`config.mk`:
```
export PLATFORM = sky130hd
export DESIGN_NAME = mem_arbiter
export DESIGN_NICKNAME = d
export VERILOG_FILES = /design/src/rtl/mem_arbiter.sv
export SDC_FILE = /design/constraint.sdc
export NUM_CORES = 1
export LEC_CHECK = 0
export CORE_AREA = 4 4 114 116
export CTS_BUF_LIST = sky130_fd_sc_hd__clkbuf_8
export DETAILED_ROUTE_END_ITERATION = 6
export DIE_AREA = 0 0 118 120
export HOLD_SLACK_MARGIN = 0.02
export PLACE_DENSITY = 0.65
export SLEW_MARGIN = 40
export SYNTH_ARGS = -nofsm -noshare
export SYNTH_HDL_FRONTEND = slang
export SYNTH_SLANG_ARGS = --single-unit
export TNS_END_PERCENT = 30
```
`constraint.sdc`:
```
create_clock -name clk -period 3.9 [get_ports clk]
set_clock_uncertainty 0.2 [all_clocks]
set_input_delay 0.585 -clock clk [delete_from_list [all_inputs] [get_ports clk]]
set_output_delay 0.585 -clock clk [all_outputs]
set_load 0.02 [all_outputs]
```
`src/rtl/mem_arbiter.sv`:
```
// mem_arbiter: two-requester arbiter onto one slave port, zero-wait writes, RD_LAT-cycle reads.
// Define MEM_ARBITER_FIXED_PRIO_EN for fixed m0 priority instead of round-robin.
module mem_arbiter #(
  parameter int ADDR_W = 30,
  parameter int RD_LAT = 1
) (
  input  logic              clk,
  input  logic              reset,
  input  logic [ADDR_W-1:0] m0_addr,
  input  logic [31:0]       m0_wdata,
  input  logic [3:0]        m0_we,
  input  logic              m0_re,
  output logic              m0_ready,
  output logic [31:0]       m0_rdata,
  input  logic [ADDR_W-1:0] m1_addr,
  input  logic [31:0]       m1_wdata,
  input  logic [3:0]        m1_we,
  input  logic              m1_re,
  output logic              m1_ready,
  output logic [31:0]       m1_rdata,
  output logic [ADDR_W-1:0] s_addr,
  output logic [31:0]       s_wdata,
  output logic [3:0]        s_we,
  output logic              s_re,
  input  logic [31:0]       s_rdata
);
  localparam logic [0:0] IDLE = 1'b0;
  localparam logic [0:0] RWAIT = 1'b1;
  logic [0:0] state_q, state_d;
  logic [2:0] cnt_q, cnt_d;
  logic       win_q, win_d;
  logic       pend0, pend1, gnt1, any, wr, done;
`ifdef MEM_ARBITER_FIXED_PRIO_EN
  always_comb gnt1 = pend1 & ~pend0;
`else
  logic last_q, last_d;
  always_comb begin
    gnt1   = pend1 & (~pend0 | ~last_q);
    last_d = any ? gnt1 : last_q;
  end
  // last_q resets to 1 so m0 wins the first tie
  always_ff @(posedge clk or negedge reset)
    if (!reset) last_q <= 1'b1;
    else last_q <= last_d;
`endif
  always_comb begin
    pend0    = m0_re | (|m0_we);
    pend1    = m1_re | (|m1_we);
    any      = reset & (state_q == IDLE) & (pend0 | pend1);
    s_addr   = gnt1 ? m1_addr : m0_addr;
    s_wdata  = gnt1 ? m1_wdata : m0_wdata;
    s_we     = any ? (gnt1 ? m1_we : m0_we) : 4'h0;
    wr       = |s_we;
    s_re     = any & ~wr;
    done     = reset & (state_q == RWAIT) & (cnt_q == 3'd1);
    // a requester that dropped its read still lets the FSM finish, but gets no ready
    m0_ready = (any & wr & ~gnt1) | (done & ~win_q & pend0);
    m1_ready = (any & wr & gnt1) | (done & win_q & pend1);
    m0_rdata = s_rdata;
    m1_rdata = s_rdata;
    state_d  = s_re ? RWAIT : (done ? IDLE : state_q);
    cnt_d    = s_re ? 3'(RD_LAT) : ((state_q == RWAIT) ? cnt_q - 3'd1 : cnt_q);
    win_d    = s_re ? gnt1 : win_q;
  end
  always_ff @(posedge clk or negedge reset)
    if (!reset) begin
      state_q <= IDLE;
      cnt_q   <= 3'd0;
      win_q   <= 1'b0;
    end else begin
      state_q <= state_d;
      cnt_q   <= cnt_d;
      win_q   <= win_d;
    end
endmodule

```
[Word level (Yosys, flattened, before mapping)]
Cells that the tools add are included.
Storage, ports and cells
  flip-flop bits (word level): 6
  latch bits: 0
  RAM bits: 0
  bits in read-only memories: 0
  input port bits: 168
  output and inout port bits: 133
  memories kept: 0
Operators by class
  add/sub/neg operators: 1
  $mul: 0
  div/mod/pow operators: 0
  magnitude comparators: 0
  equal/unequal tests: 1
  shift-type cells: 0
  muxes and demuxes: 8
  bitwise operators: 25
  reductions and logical operators: 5
Operators with widths (count)
  two-way mux 32 bit: 1
  two-way mux 30 bit: 1
  AND 1 bit: 13
  OR reduction 4 bit: 3
  two-way mux 4 bit: 2
  two-way mux 3 bit: 2
  NOT 1 bit: 6
  OR 1 bit: 6
  nonzero test 2 bit: 2
  == test 3 x 1 -> 1 bit, second input constant: 1
  subtractor 3 x 1 -> 3 bit, second input constant: 1
  two-way mux 1 bit: 2

[Depth between registers and ports, before layout]
Gate-level depths: netlist (run 1).
  depth in word-level cells: 11
  mapped depth: 6

[Worst setup path before layout (run 1)]
No wires, ideal clock.
  path kind: input port to output port
  from: input port m0_we[3]
  to: output port m1_ready
  data arrival time: 2.079 ns
  data required time: 3.115 ns
  path slack: 1.036 ns
  stages on the path: 6
  path buffers: 2
  path through: nor2_1 nand2_1 a21o_2 buf_12 buf_12 o32ai_1
On the way
  cells in the longest elaborated chain, start to end: 11
  elaborated cells on any way between the ends: 13
  those cells by class: mux (2); bitwise (9); reduce/logical (2)
RTL lines
  from (decl): line 11  | input logic [3:0] m0_we,
  OR reduction 4 bit: line 47  | pend0 = m0_re | (|m0_we);
  OR 1 bit: line 47
  NOT 1 bit: line 38  | gnt1 = pend1 & (~pend0 | ~last_q);
  OR 1 bit: line 38
  AND 1 bit: line 38
  two-way mux 4 bit (2 in a row): line 52  | s_we = any ? (gnt1 ? m1_we : m0_we) : 4'h0;
  OR reduction 4 bit: line 53  | wr = |s_we;
  AND 1 bit: line 58  | m1_ready = (any & wr & gnt1) | (done & win_q & pend1);
  AND 1 bit (*): line 58
  OR 1 bit (*): line 58
  to (decl): line 19  | output logic m1_ready,
Mark *: on every way between the ends. The rest lies on a longest branch, timed or not.

[Final worst setup path (run 1)]
Ends and elaborated chain as after synthesis.

==> results of run 1 <==
[cell usage in the layout (no fill, tap or decap), types with 3 or more instances in the layout]
| master | instances |
|---|---|
| a32o_1 | 4 |
| buf_4 | 5 |
| clkbuf_8 | 3 |
| clkdlybuf4s50_1 | 204 |
| dfrtp_1 | 5 |
| inv_1 | 4 |
| mux2_2 | 4 |
| mux2_4 | 59 |
| nand2_1 | 3 |
| nor2_1 | 5 |
| nor3_1 | 4 |
[kinds of logic after synthesis]
family / count (synthesis)
buffers and inverters: 76
AO/OA/AOI/OAI: 19
adder cells (fa/ha/maj): 2
XOR/XNOR: 2
flip-flops: 6
multiplexers: 64
AND/OR/NAND/NOR: 24
[power by group]
group          internal [mW]  switching [mW]
Combinational          0.926           0.699
Sequential            0.0996          0.0388
Clock                 0.0676          0.0267
Total                   1.09           0.765
[area by class of cell]
cell class,count,area share (%)
inverter,3,0.294
timing repair buffer,211,55.4
sequential,6,3.95
multi-input combinational,111,34.4
tap,147,4.80
clock inverter,1,0.0980
clock buffer,3,1.08
[synthesized netlist by cell type (all sizes together)]
| master | count | area [um2] |
|---|---|---|
| a21o | 2 | 16.3 |
| a21oi | 2 | 10.0 |
| a221oi | 2 | 41.3 |
| a22oi | 1 | 7.51 |
| a311oi | 1 | 15.0 |
| a32o | 4 | 40.0 |
| a41o | 1 | 10.0 |
| buf | 73 | 637 |
| dfrtp | 5 | 125 |
| dfstp | 1 | 26.3 |
| ha | 2 | 25.0 |
| inv | 3 | 11.3 |
| mux2 | 64 | 942 |
| nand2 | 3 | 11.3 |
| nand2b | 2 | 12.5 |
| nand3 | 1 | 5.00 |
| nand4b | 1 | 8.76 |
| nor2 | 5 | 18.8 |
| nor2b | 1 | 6.26 |
| nor3 | 6 | 40.0 |
| nor4 | 1 | 6.26 |
| o21a | 1 | 7.51 |
| o21ai | 2 | 10.0 |
| o31ai | 1 | 7.51 |
| o32ai | 2 | 17.5 |
| or3 | 3 | 23.8 |
| or4 | 1 | 11.3 |
| xnor2 | 1 | 8.76 |
| xor2 | 1 | 8.76 |
[flip-flops by register name, summed over array words and instances, names as in the netlist]
| register | cells |
|---|---|
| last_q | 1 |
| cnt_q | 3 |
| state_q | 1 |
| win_q | 1 |
[metrics by stage]
| step | total power, mW | std cells |
|---|---|---|
| 3_3_place_gp | 1.76 | 478 |
| 6_report | 1.86 | 482 |
| 5_1_grt | 1.96 | 482 |
| 4_1_cts | 1.88 | 482 |
| 3_5_place_dp | 1.77 | 478 |
| 2_1_floorplan | 1.34 | 193 |
[per-layer routing]
| layer | GRT usage (%) | share of wire [%] |
|---|---|---|
| met5 | 0 | 0 |
| met4 | 0.879 | 0 |
| met3 | 6.22 | 13 |
| met2 | 17.4 | 46 |
| met1 | 13.0 | 41 |
[worst register-to-register path, cell delays in order, from the launching register on]
cell and delay [ps]:
dfrtp_1 460, nand2b_1 300, a41o_1 290, a221oi_4 210, buf_4 190, mux2_1 320
[path summary, 6_finish.rpt]
| path | slack [ps] | to | cells after the start |
|---|---|---|---|
| worst min-delay path | 320 | win_q | 1 |
| worst min register to register | 320 | win_q | 1 |
| worst max register to register | 1810 | win_q | 5 |
| worst max-delay path | 120 | m1_ready | 6 |
| max in group asynchronous | 2810 | last_q | 2 |
| min in group asynchronous | 480 | state_q | 2 |
==> impl_metrics.py, run 1 <==
metrics = {
    "worst_setup_path": {
        "r2r_start": "state_q",
        "path_delay_family": "buffers and inverters",
        "path_max_fanout": 4,
        "cp_cell_sequence": "clkdlybuf4s50_1 -> or3_1 -> a311oi_2 -> a22oi_1 -> o32ai_1 -> clkdlybuf4s50_1",
        "end_kind": "output port",
        "cp.arrival_ps": 3000,
        "start_kind": "input pin",
        "cp-startpoint": "m0_we[3]",
        "crit_slowest_cell": "clkdlybuf4s50_1",
        "cpMostUsedCell": "clkdlybuf4s50_1",
        "crit_type": "in2out",
        "cp.required_ps": 3120,
        "crit_buf_inv": 2,
        "cpPeakStageDelay_ps": 670,
    },
    "timing": {
        "finalHoldViolations": 0,
        "period_needed_ps": 3780,
        "rsz0062_at_grt": "no",
        "finalSetupTns_ps": 0,
        "worst_pin_slew_ps": 417,
        "max_freq_mhz": 264,
        "holdWs_ps": 316,
        "slew_headroom_pct": 72.2,
        "drv_slew": 0,
        "fin_crit_sh_pct": 97.0,
        "setup_viol": 0,
        "worst_slack_ps": 119,
    },
    "synthesis": {
        "synthDistinctLibCells": 38,
        "synth_xor_area_share_pct": 0.830,
        "yosys.area_share.simple_pct": 6.82,
        "syn_nets": 363,
        "ys_seq_area_share_pct": 7.17,
        "synth_top_family_by_area": "multiplexers",
        "synthMuxAreaShare_pct": 44.6,
        "synth-adder-area-share_pct": 1.19,
        "synth_seq_cells": 6,
        "synth_compound_area_share_pct": 8.65,
        "netlist_area_mm2": 0.00211,
        "syn_inst": 193,
        "syn_avg_cell_area_um2": 10.9,
        "yosys_warnings": 0,
    },
    "placed_design": {
        "place_ws_ps": 156,
        "place_area_mm2": 0.00378,
        "post-dp-hpwl_um": 7140,
        "portBuffers": 204,
        "gp_congestion": 0.821,
    },
    "floorplanning": {
        "dieArea_mm2": 0.0142,
        "initial_core_util_pct": 17.7,
        "die_x_um": 118,
        "rows": 40,
        "die_h_um": 120,
        "io_pins": 301,
        "core_region_area_mm2": 0.0119,
    },
    "routing": {
        "wl_per_cell_um": 17.3,
        "firstDrtPassIters": 4,
        "wl_um": 8320,
        "drtAntennaViolNets": 0,
        "vias_per_cell": 4.12,
        "drcViolationCount": 0,
        "first_iter_violations": 69,
        "vias": 1984,
    },
    "clocking": {
        "holdBufCountCts": 0,
        "clock_latency_ps": 220,
        "clk_path_buf_depth": 2,
        "h-tree-depth": 1,
        "post_cts_resized": 0,
        "cts.sinks": 6,
        "cts_root_buffer": "clkbuf_8",
        "cts_made_buffers": 3,
        "clkTransAtPathRegs_ps": 30,
        "cts_setup_buffers": 0,
        "cts_tree": "yes",
    },
    "grt": {
        "grt_pass1_vias": 2189,
        "grt_max_degree": 35,
        "grt_use_total_pct": 10.8,
        "antenna_found_initial": 0,
        "grt_overflow_total": 0,
        "grt_pass1_wl_um": 12600,
    },
    "pwr": {
        "p_per_area_mw_per_mm2": 485,
        "power_leakage_nw": 1.56,
        "ir_worst_vdd_mv": 0.325,
    },
    "cells_and_area": {
        "fin_area_mm2": 0.00383,
        "area_delta_synth_final_pct": 81.4,
        "regArea_um2": 151,
        "nets": 506,
        "nFillCells": 1199,
        "antennaDiodeCount": 0,
        "multiInputGateArea_mm2": 0.00132,
        "drive_above_1_share_pct": 24.5,
        "fin_util_pct": 32.1,
    },
    "status": {
        "status": "complete, no violations",
    },
    "job": {
        "max_cap_viol_count": 0,
    },
    "hold_path": {
        "hold_path.startpoint": "win_q",
        "hold_path_class": "reg2reg",
    },
}
Note: power is estimated with default switching activity, not from simulation.
==> run 2: changes to the inputs <==
Settings changed: CELL_PAD_IN_SITES_DETAIL_PLACEMENT set to 0, CELL_PAD_IN_SITES_GLOBAL_PLACEMENT set to 2, CORE_AREA 4 4 114 116 to not set, CORE_ASPECT_RATIO set to 1.4, CORE_MARGIN set to 4, CORE_UTILIZATION set to 12, DIE_AREA 0 0 118 120 to not set, PLACE_DENSITY 0.65 to 0.89, SKIP_CTS_REPAIR_TIMING set to 1.
==> run 2 against run 1 <==
Worst setup slack improved by 43 ps. Sequential power barely moved. Power rose by 3.3%. Non-clock buffer count grew 4. First-iteration DRC count decreased by 59%. Critical endpoint is now s_addr[2]. Largest power group unchanged. Highest routed layer is now met4.
==> impl_metrics.py, run 2 (synthesis results as in run 1) <==
metrics = {
    "clocking": {
        "cts_root_buffer": "clkbuf_8",
        "clock_latency_ps": 220,
        "cts.sinks": 6,
        "clk_path_buf_depth": 2,
        "h-tree-depth": 1,
        "cts_tree": "yes",
        "cts_made_buffers": 3,
        "clkTransAtPathRegs_ps": 40,
    },
    "placed_design": {
        "dp.cells": 571,
        "post-dp-hpwl_um": 9060,
        "place_area_mm2": 0.00392,
        "portBuffers": 204,
        "gp_congestion": 0.957,
    },
    "floorplanning": {
        "dieArea_mm2": 0.0198,
        "rows": 57,
        "initial_core_util_pct": 12.2,
        "io_pins": 301,
        "core_region_area_mm2": 0.0173,
        "die_h_um": 165,
        "die_x_um": 120,
    },
    "cells_and_area": {
        "nets": 510,
        "drive_above_1_share_pct": 28.0,
        "stdcell_count": 575,
        "final_common_cell": "clkdlybuf4s50_1",
        "nFillCells": 1870,
        "fin_area_mm2": 0.00396,
        "layout_common_cells": "clkdlybuf4s50_1, mux2_4, buf_4",
        "top_register": "cnt_q",
        "antennaDiodeCount": 0,
        "area_delta_synth_final_pct": 87.6,
        "largest_reg_flops": 3,
    },
    "routing": {
        "first_iter_violations": 28,
        "vias_per_cell": 3.54,
        "wl_per_cell_um": 17.5,
        "drcViolationCount": 0,
        "vias": 2036,
        "drtAntennaViolNets": 0,
        "firstDrtPassIters": 4,
        "wl_um": 10100,
    },
    "worst_setup_path": {
        "crit_type": "in2out",
        "path_delay_family": "buffers and inverters",
        "rrSetupSlack_ps": 1800,
        "start_kind": "input pin",
        "reg2reg_depth": 4,
        "r2r_start": "last_q",
        "path_max_fanout": 23,
        "end_kind": "output port",
        "cpPeakStageDelay_ps": 540,
        "reg2reg_to": "win_q",
        "cpMostUsedCell": "clkdlybuf4s50_1",
        "crit_buf_inv": 3,
        "cp_cell_sequence": "clkdlybuf4s50_1 -> or3_4 -> nor3_2 -> a21o_4 -> buf_12 -> mux2_4 -> clkdlybuf4s50_1",
        "cp.arrival_ps": 2950,
        "cp.required_ps": 3120,
        "crit_slowest_cell": "clkdlybuf4s50_1",
    },
    "timing": {
        "period_needed_ps": 3740,
        "rsz0062_at_grt": "no",
        "setup_viol": 0,
        "slew_headroom_pct": 70.2,
        "max_freq_mhz": 267,
        "drv_slew": 0,
        "finalSetupTns_ps": 0,
        "worst_pin_slew_ps": 444,
        "fin_crit_sh_pct": 95.9,
        "finalHoldViolations": 0,
    },
    "grt": {
        "grt-busiest-layer": "met2",
        "grt_max_degree": 24,
        "grtUsageMet1_pct": 9.19,
        "grt_overflow_total": 0,
        "grtUsageMet2_pct": 16.4,
        "antenna_found_initial": 1,
        "use_met3_pct": 4.42,
        "grt_pass1_wl_um": 13700,
        "grt_use_total_pct": 9.11,
        "grt_pass1_vias": 2282,
    },
    "pwr": {
        "design_power_total_mw": 1.92,
        "p_per_area_mw_per_mm2": 485,
        "ir_worst_vdd_mv": 0.288,
        "power_leakage_nw": 1.59,
    },
    "job": {
        "max_cap_viol_count": 0,
    },
    "hold_path": {
        "hold_path.startpoint": "cnt_q[2]",
        "hold_depth": 2,
        "hold_path_class": "reg2reg",
        "min_to": "cnt_q[2]",
    },
    "status": {
        "status": "complete, no violations",
    },
}
==> run 2: changes by cell type in the layout (fill, tap and decap cells not counted) <==
cell	before	now
buf_4	5	17
clkdlybuf4s50_1	204	195
buf_12	2	3
==> run 2: worst max-delay path by stage <==
stage	endpoint	from	slack, ps	cells after the start
floorplan	m1_ready	m0_we[3]	1040	6
global placement	s_addr[2]	m1_we[0]	170	7
detailed placement	s_addr[22]	m1_we[0]	140	7
CTS	s_addr[22]	m1_we[0]	140	7
global route	s_addr[2]	m1_we[0]	70	7
finish	s_addr[2]	m1_we[0]	160	7
==> run 2: worst min-delay path, stage by stage, from the launching register on <==
cell	delay, ps
dfrtp_1	340
xor2_1	70
nor2_1	80
==> run 2: layout make-up <==
type	count	area [um2]	area share [%]
repair buffers	215	2140	54.0
multi-input cells	111	1320	33.3
clock buffers	3	41.3	1.04
well taps	236	295	7.46
flip-flops and latches	6	151	3.82
inverters	3	11.3	0.284
clock inverters	1	3.75	0.0948
==> run 2: metal layers <==
metal  share of wire [%]  vias to the layer above
met3                  13                       10
met1                  36                      892
met5                   0                        -
li1                    -                      919
met4                 3.0                        0
met2                  48                      215
==> run 2: power by group <==
| part | internal (mW) | switching, mW |
|---|---|---|
| Combinational | 0.947 | 0.739 |
| Sequential | 0.0996 | 0.0384 |
| Clock | 0.0677 | 0.0280 |
==> run 2: stage by stage <==
stage | utilization, % | setup slack (ps) | hold slack (ps)
floorplan | - | 1040 | 89.4
global route | 22.9 | 73.8 | 361
detailed placement | 22.6 | 143 | 318
global placement | 22.6 | 168 | 315
CTS | 22.9 | 144 | 329
finish | 22.9 | 161 | 329
